`src/rtl/serial_paralelo_rx.sv`:
```
// serial_paralelo_rx: serial-to-byte deserializer with COM-symbol alignment and lock (clk_32f domain).
// Latency: a byte is presented on data_out/valid_out at the same edge that samples its last bit.
// Backpressure: none; the lane runs at line rate and the downstream stage must accept every strobe.
// Optional build macro COM_PASS_EN: forward COM bytes in ACTIVE with valid_out=1 instead of dropping them.
module serial_paralelo_rx #(
  parameter logic [7:0] COM     = 8'hBC,
  parameter int         BC_LOCK = 4
) (
  input  logic       clk_32f,
  input  logic       reset,
  input  logic       data_in,
  output logic [7:0] data_out,
  output logic       valid_out,
  output logic       active
);

  typedef enum logic [1:0] {
    UNLOCKED = 2'd0,
    ALIGN    = 2'd1,
    ACTIVE   = 2'd2
  } state_t;

  // Lock threshold in the width of bc_cnt; legal BC_LOCK values 1..7 fit.
  localparam logic [2:0] LOCK_N = 3'(BC_LOCK);

  state_t     state;
  state_t     state_nxt;
  logic [7:0] sr;
  logic [7:0] nsr;
  logic [2:0] bit_cnt;
  logic [2:0] bit_cnt_nxt;
  logic [2:0] bc_cnt;
  logic [2:0] bc_cnt_nxt;
  logic [2:0] bc_inc;
  logic [7:0] data_out_nxt;
  logic       valid_nxt;
  logic       is_com;
  logic       byte_end;

  // Window including the bit arriving this cycle; every decision looks at it.
  assign nsr      = {sr[6:0], data_in};
  assign is_com   = (nsr == COM);
  assign byte_end = (bit_cnt == 3'd7);
  assign bc_inc   = bc_cnt + 3'd1;
  assign active   = (state == ACTIVE);

  // Next-state, counters and output byte selection.
  always_comb begin
    state_nxt    = state;
    bit_cnt_nxt  = bit_cnt + 3'd1;
    bc_cnt_nxt   = bc_cnt;
    data_out_nxt = data_out;
    valid_nxt    = 1'b0;
    unique case (state)
      UNLOCKED: begin
        // Bit-by-bit hunt; the counter only matters once a COM is seen.
        bit_cnt_nxt = bit_cnt;
        if (is_com) begin
          bit_cnt_nxt = 3'd0;
          bc_cnt_nxt  = 3'd1;
          state_nxt   = (BC_LOCK == 1) ? ACTIVE : ALIGN;
        end
      end
      ALIGN: begin
        if (byte_end) begin
          if (is_com) begin
            bc_cnt_nxt = bc_inc;
            if (bc_inc == LOCK_N) begin
              state_nxt = ACTIVE;
            end
          end else begin
            // Broken run: resume hunting from the next bit, no re-scan.
            bc_cnt_nxt = 3'd0;
            state_nxt  = UNLOCKED;
          end
        end
      end
      ACTIVE: begin
        // No loss-of-lock detection: only reset leaves this state.
        if (byte_end) begin
          data_out_nxt = nsr;
`ifdef COM_PASS_EN
          valid_nxt    = 1'b1;
`else
          valid_nxt    = !is_com;
`endif
        end
      end
      default: begin
        state_nxt   = UNLOCKED;
        bit_cnt_nxt = 3'd0;
        bc_cnt_nxt  = 3'd0;
      end
    endcase
  end

  // State, shift register and registered outputs; reset wins over everything.
  always_ff @(posedge clk_32f) begin
    if (reset) begin
      state     <= UNLOCKED;
      sr        <= 8'h00;
      bit_cnt   <= 3'd0;
      bc_cnt    <= 3'd0;
      data_out  <= 8'h00;
      valid_out <= 1'b0;
    end else begin
      state     <= state_nxt;
      sr        <= nsr;
      bit_cnt   <= bit_cnt_nxt;
      bc_cnt    <= bc_cnt_nxt;
      data_out  <= data_out_nxt;
      valid_out <= valid_nxt;
    end
  end

endmodule

```
`config.mk`:
```
export PLATFORM = sky130hd
export DESIGN_NAME = serial_paralelo_rx
export DESIGN_NICKNAME = d
export VERILOG_FILES = /design/src/rtl/serial_paralelo_rx.sv
export SDC_FILE = /design/constraint.sdc
export NUM_CORES = 1
export LEC_CHECK = 0
export ABC_AREA = 1
export BUFFER_PORTS_ARGS = -buffer_cell sky130_fd_sc_hd__buf_2
export CAP_MARGIN = 10
export CELL_PAD_IN_SITES_DETAIL_PLACEMENT = 1
export CELL_PAD_IN_SITES_GLOBAL_PLACEMENT = 1
export CORE_ASPECT_RATIO = 0.9
export CORE_MARGIN = 3
export CORE_UTILIZATION = 43
export DETAILED_ROUTE_END_ITERATION = 7
export PLACE_DENSITY_LB_ADDON = 0.05
export SLEW_MARGIN = 15
export SYNTH_ARGS = -nofsm -noshare
export SYNTH_HDL_FRONTEND = slang
export SYNTH_SLANG_ARGS = --single-unit
```
`constraint.sdc`:
```
create_clock -name clk_32f -period 4.1 [get_ports clk_32f]
set_input_delay 0.82 -clock clk_32f [delete_from_list [all_inputs] [get_ports clk_32f]]
set_output_delay 0.82 -clock clk_32f [all_outputs]
set_load 0.03 [all_outputs]
```
==> results of run 1 <==
stage by stage:
step	utilization	hold slack, ns	instances	setup slack, ns	cell area, um^2
finish	0.537	0.441	160	2.10	1100
global route	0.537	0.481	160	2.03	1100
CTS	0.537	0.454	160	2.09	1100
detailed placement	0.519	0.431	156	2.25	1060
global placement	0.519	0.430	156	2.29	1060
floorplan	-	0.414	122	2.48	983
power by group through the flow:
stage / combinational (mW) / sequential (mW) / clock, mW
after floorplan: 0.00848 / 0.242 / 0
after global placement: 0.0114 / 0.242 / 0
after detailed placement: 0.0117 / 0.242 / 0
after CTS: 0.0120 / 0.237 / 0.126
after global routing: 0.0138 / 0.237 / 0.141
final: 0.0118 / 0.237 / 0.123
registers in the layout, indices dropped and copies added, names as in the netlist:
register	flops
bc_cnt	3
valid_out	1
data_out	8
state	2
bit_cnt	3
sr	7
layer usage:
metal,routed length [um],GRT usage
met1,917,0.171
met2,892,0.278
met3,84,0.0556
met4,14,0.0237
met5,0,0
cells by family (layout without fill, tap and decap cells):
| logic type | after synthesis | in the layout | synth area share |
|---|---|---|---|
| compound gates | 27 | 27 | 0.153 |
| fa+ha+maj | 7 | 7 | 0.0891 |
| buf+inv | 21 | 34 | 0.0814 |
| flops | 24 | 24 | 0.489 |
| simple gates | 43 | 43 | 0.188 |
final cells by class:
cell class | instances | area (um^2) | share of cell area
Inverter | 18 | 67.6 | 0.0615
Sequential cell | 24 | 480 | 0.437
Clock buffer | 4 | 36.3 | 0.0330
Timing Repair Buffer | 12 | 60.1 | 0.0547
Multi-Input combinational cell | 77 | 423 | 0.385
Tap cell | 25 | 31.3 | 0.0285
path summary, 6_finish.rpt:
| check | slack (ns) | end | startpoint |
|---|---|---|---|
| max | 2.10 | active | state[0] |
| max reg2reg | 2.64 | state[0] | state[1] |
| min | 0.44 | sr[3] | sr[2] |
| min reg2reg | 0.44 | sr[3] | sr[2] |
critical path: stages, from the launching register on:
cell and delay [ns]:
dfxtp_1 0.38, inv_1 0.08, ha_1 0.23, buf_2 0.18
placed cells by master, fill, tap and decap left out:
cell type,Yosys,final
a21oi_4,1,1
clkbuf_4,0,3
nor2_1,15,15
a21oi_1,12,12
clkinv_1,1,1
dfxtp_1,24,24
inv_2,4,4
buf_2,1,12
inv_1,13,13
o21ai_1,2,2
clkbuf_8,0,1
nand3_1,3,3
nor3_1,2,2
nor2_2,4,4
o21ai_0,11,11
a21oi_2,1,1
nand2_2,2,2
ha_1,7,7
or2_1,1,1
nand2_1,16,16
==> results.cfg, run 1 <==
[synthesis]
yosys.area.top_type = dfxtp_1
ys.flop_type = dfxtp_1
synthTopCellsByCount = dfxtp_1 (24), nand2_1 (16), nor2_1 (15), inv_1 (13), a21oi_1 (12)
yosys_warnings = 0
syn_avg_cell_area_um2 = 8.06
synth_async_sr_flop_share = 0
synthMostInstantiatedCell = dfxtp_1
synth_nets = 132
ys_types = 20
synthCells = 122
syn_area_um2 = 983
synth_top_area_frac = 0.489
synth_area_leaders = dfxtp_1 (49%), ha_1 (8.9%), a21oi_1 (6.1%), nand2_1 (6.1%), nor2_1 (5.7%)
ys_ff_latch = 24
ys_seq_area_frac = 0.489
synth-edff-count = 0

[drt]
via_per_inst = 4.86
ant_nets = 0
drt_iter0_markers = 8
firstDrtPassIters = 4
wl_per_cell_um = 11.9
drc = 0
vias = 778
routed_wl_um = 1910

[global_routing]
grt_max_degree = 17
grt-ovfl-total = 0
grt_use_total = 0.151
antenna_found_initial = 0
grt_pass1_wl_um = 3420
first_global_vias = 806

[timing]
slew_viol_final = 0
period_needed_ns = 2.00
hold_viol = 0
finClkSkew_ns = 0.0138
tns_ns = 0
setup_violations = 0
rsz0062_at_grt = no
fin_crit_sh = 0.488
tightest_slew_ns = 0.408
fmax_mhz = 500
slew_headroom = 0.728

[placement]
portBuffers = 12
hpwlAfterDp_um = 1390
gp_congestion = 0.765

[clock_network]
cts.repair.resized = 0
clkTransAtPathRegs_ns = 0.13
cts.htree.levels = 1
cts_tree = built
clock-sinks = 24
worstSkewPairLatency_ns = 0.31
root_buffer = clkbuf_4
cts_max_path_buffers = 2
hold_buffers = 0
numCtsBuffers = 3
cts_setup_buffers = 0

[worst_setup_path]
cp-end-kind = output port
cp.arrival_ns = 1.18
start_kind = flop
required_ns = 3.28
critPathKind = flop to output port
reg2reg_depth = 8
worstPathMaxFanout = 3

[die]
io_pins = 13
fp-row-count = 15
core_um2 = 2050
fp.dieW_um = 56.4
start_util = 0.481
die_area_um2 = 2900
die_y_um = 51.4

[pwr]
clkPwrFrac = 0.330
power_frac_comb = 0.032
ir_worst_vdd_v = 0.000351
seq_power_share = 0.638
power_mw = 0.371
intPower_mw = 0.293
power_density_nw_per_um2 = 338
p_leak_nw = 0.497
p_switching_mw = 0.0780
switching_share = 0.210

[finish]
drive_above_1_share = 0.207
n_antenna_cell = 0
area_growth_pct = 11.7
fillers = 266
nets = 146

[run]
drv_cap = 0

[run_status]
status = finished, final reports clean

[worst_hold_path]
min_path_cells = 2
min_path_type = flop to flop
Note: power is estimated with default switching activity, not from simulation.
==> run 2: changes to the inputs <==
Settings changed: CORE_UTILIZATION 43 to 40.
Clock period 4.1 ns to 2 ns, I/O delays scaled along.
==> run 2 against run 1 <==
Sequential power rose by 110%; first-iteration DRC count fell by 25%; clock skew fell by 0.0071 ns; routed wire length rose by 2.9%; final cell count rose by 1.3%; worst setup slack got worse by 1.7 ns; non-clock buffer count did not move; critical path type unchanged; critical endpoint unchanged; largest cell class unchanged; largest power group unchanged.
==> results.cfg, run 2 (synthesized netlist as in run 1, its figures left out) <==
[worst_setup_path]
cp-end-kind = output port
worstPathMaxFanout = 3
cp.arrival_ns = 1.18
required_ns = 1.60
critPathKind = flop to output port
start_kind = flop

[die]
start_util = 0.435
fp.dieW_um = 58.3
core_um2 = 2260
die_area_um2 = 3090
die_y_um = 53.0
fp-row-count = 16
io_pins = 13

[timing]
rsz0062_at_grt = no
period_needed_ns = 1.58
slew_viol_final = 0
hold_viol = 0
tns_ns = 0
whs_ns = 0.309
layout_setup_ws_ns = 0.424
tightest_slew_ns = 0.434
slew_headroom = 0.710
finClkSkew_ns = 0.00672
fin_crit_sh = 0.788
fmax_mhz = 635
setup_violations = 0

[drt]
routed_wl_um = 1960
drc = 0
via_per_inst = 4.90
vias = 793
ant_nets = 0
wl_per_cell_um = 12.1
firstDrtPassIters = 4
drt_iter0_markers = 6

[clock_network]
hold_buffers = 0
worstSkewPairLatency_ns = 0.32
cts.repair.resized = 0
cts_tree = built
clock-sinks = 24
numCtsBuffers = 3
root_buffer = clkbuf_4
clkTransAtPathRegs_ns = 0.13
cts.htree.levels = 1
cts_max_path_buffers = 2
cts_setup_buffers = 0

[pwr]
power_mw = 0.857
ir_worst_vdd_v = 0.000568
power_density_nw_per_um2 = 767
intPower_mw = 0.692
seq_power_share = 0.566
power_frac_comb = 0.028
clkPwrFrac = 0.405
switching_share = 0.192
p_leak_nw = 0.504
p_switching_mw = 0.165

[finish]
layout_commonest_cell = dfxtp_1
area_growth_pct = 13.6
drive_above_1_share = 0.207
largest_register_ffs = 8
layout_common_cells = dfxtp_1 (24), nand2_1 (16), nor2_1 (15), inv_1 (13)
n_antenna_cell = 0
fillers = 285
reg_top3 = data_out (8), sr (7)
nets = 146
fin_cells = 162
fin_area_um2 = 1120
final_util = 0.494
top_register = data_out

[global_routing]
grt-ovfl-total = 0
grt_pass1_wl_um = 3440
grt_use_total = 0.152
first_global_vias = 799
grt_max_degree = 17
antenna_found_initial = 0

[placement]
dpl_cell_area_um2 = 1060
portBuffers = 12
dp_worst_setup_slack_ns = 0.547
gp_congestion = 0.749
place_inst = 158
hpwlAfterDp_um = 1490

[worst_hold_path]
min_path_type = input pin to flop

[run_status]
status = finished, final reports clean

[run]
drv_cap = 0
[run 2: cell types whose count changed in the layout (fill, tap and decap cells not counted), sizes merged]
cell,delta
bufinv,+1
clkbuf,-1
[run 2: layout make-up]
cell class / count / area, um^2 / share of cell area
Clock buffer: 3 / 22.5 / 0.0202
Clock inverter: 1 / 30.0 / 0.0269
Inverter: 18 / 67.6 / 0.0605
Multi-Input combinational cell: 77 / 423 / 0.379
Sequential cell: 24 / 480 / 0.430
Tap cell: 27 / 33.8 / 0.0302
Timing Repair Buffer: 12 / 60.1 / 0.0538
[run 2: power groups by stage]
| stage | Sequential [mW] | Clock, mW | Combinational, mW |
|---|---|---|---|
| final | 0.486 | 0.348 | 0.0242 |
| after global routing | 0.487 | 0.381 | 0.0275 |
| after CTS | 0.486 | 0.363 | 0.0249 |
| after detailed placement | 0.496 | 0 | 0.0248 |
| after global placement | 0.496 | 0 | 0.0237 |
| after floorplan | 0.495 | 0 | 0.0174 |
[run 2: worst paths after layout]
path | from | to | slack [ns] | depth (start not counted)
max | state[0] | active | 0.42 | 3
min | data_in | sr[0] | 0.31 | 3
max reg2reg | bit_cnt[0] | data_out[2] | 0.56 | 6
min reg2reg | sr[3] | sr[4] | 0.46 | 2
[run 2: worst max-delay path, stage by stage, from the launching register on]
cell and delay [ns]:
dfxtp_1 0.37, inv_1 0.08, ha_1 0.23, buf_2 0.18
[run 2: per-layer routing]
layer	vias to the layer above	GRT usage	wire length (um)
met1	369	0.183	945
met4	0	0.0463	18
met3	2	0.0512	82
li1	408	-	-
met5	-	0	0
met2	14	0.255	916
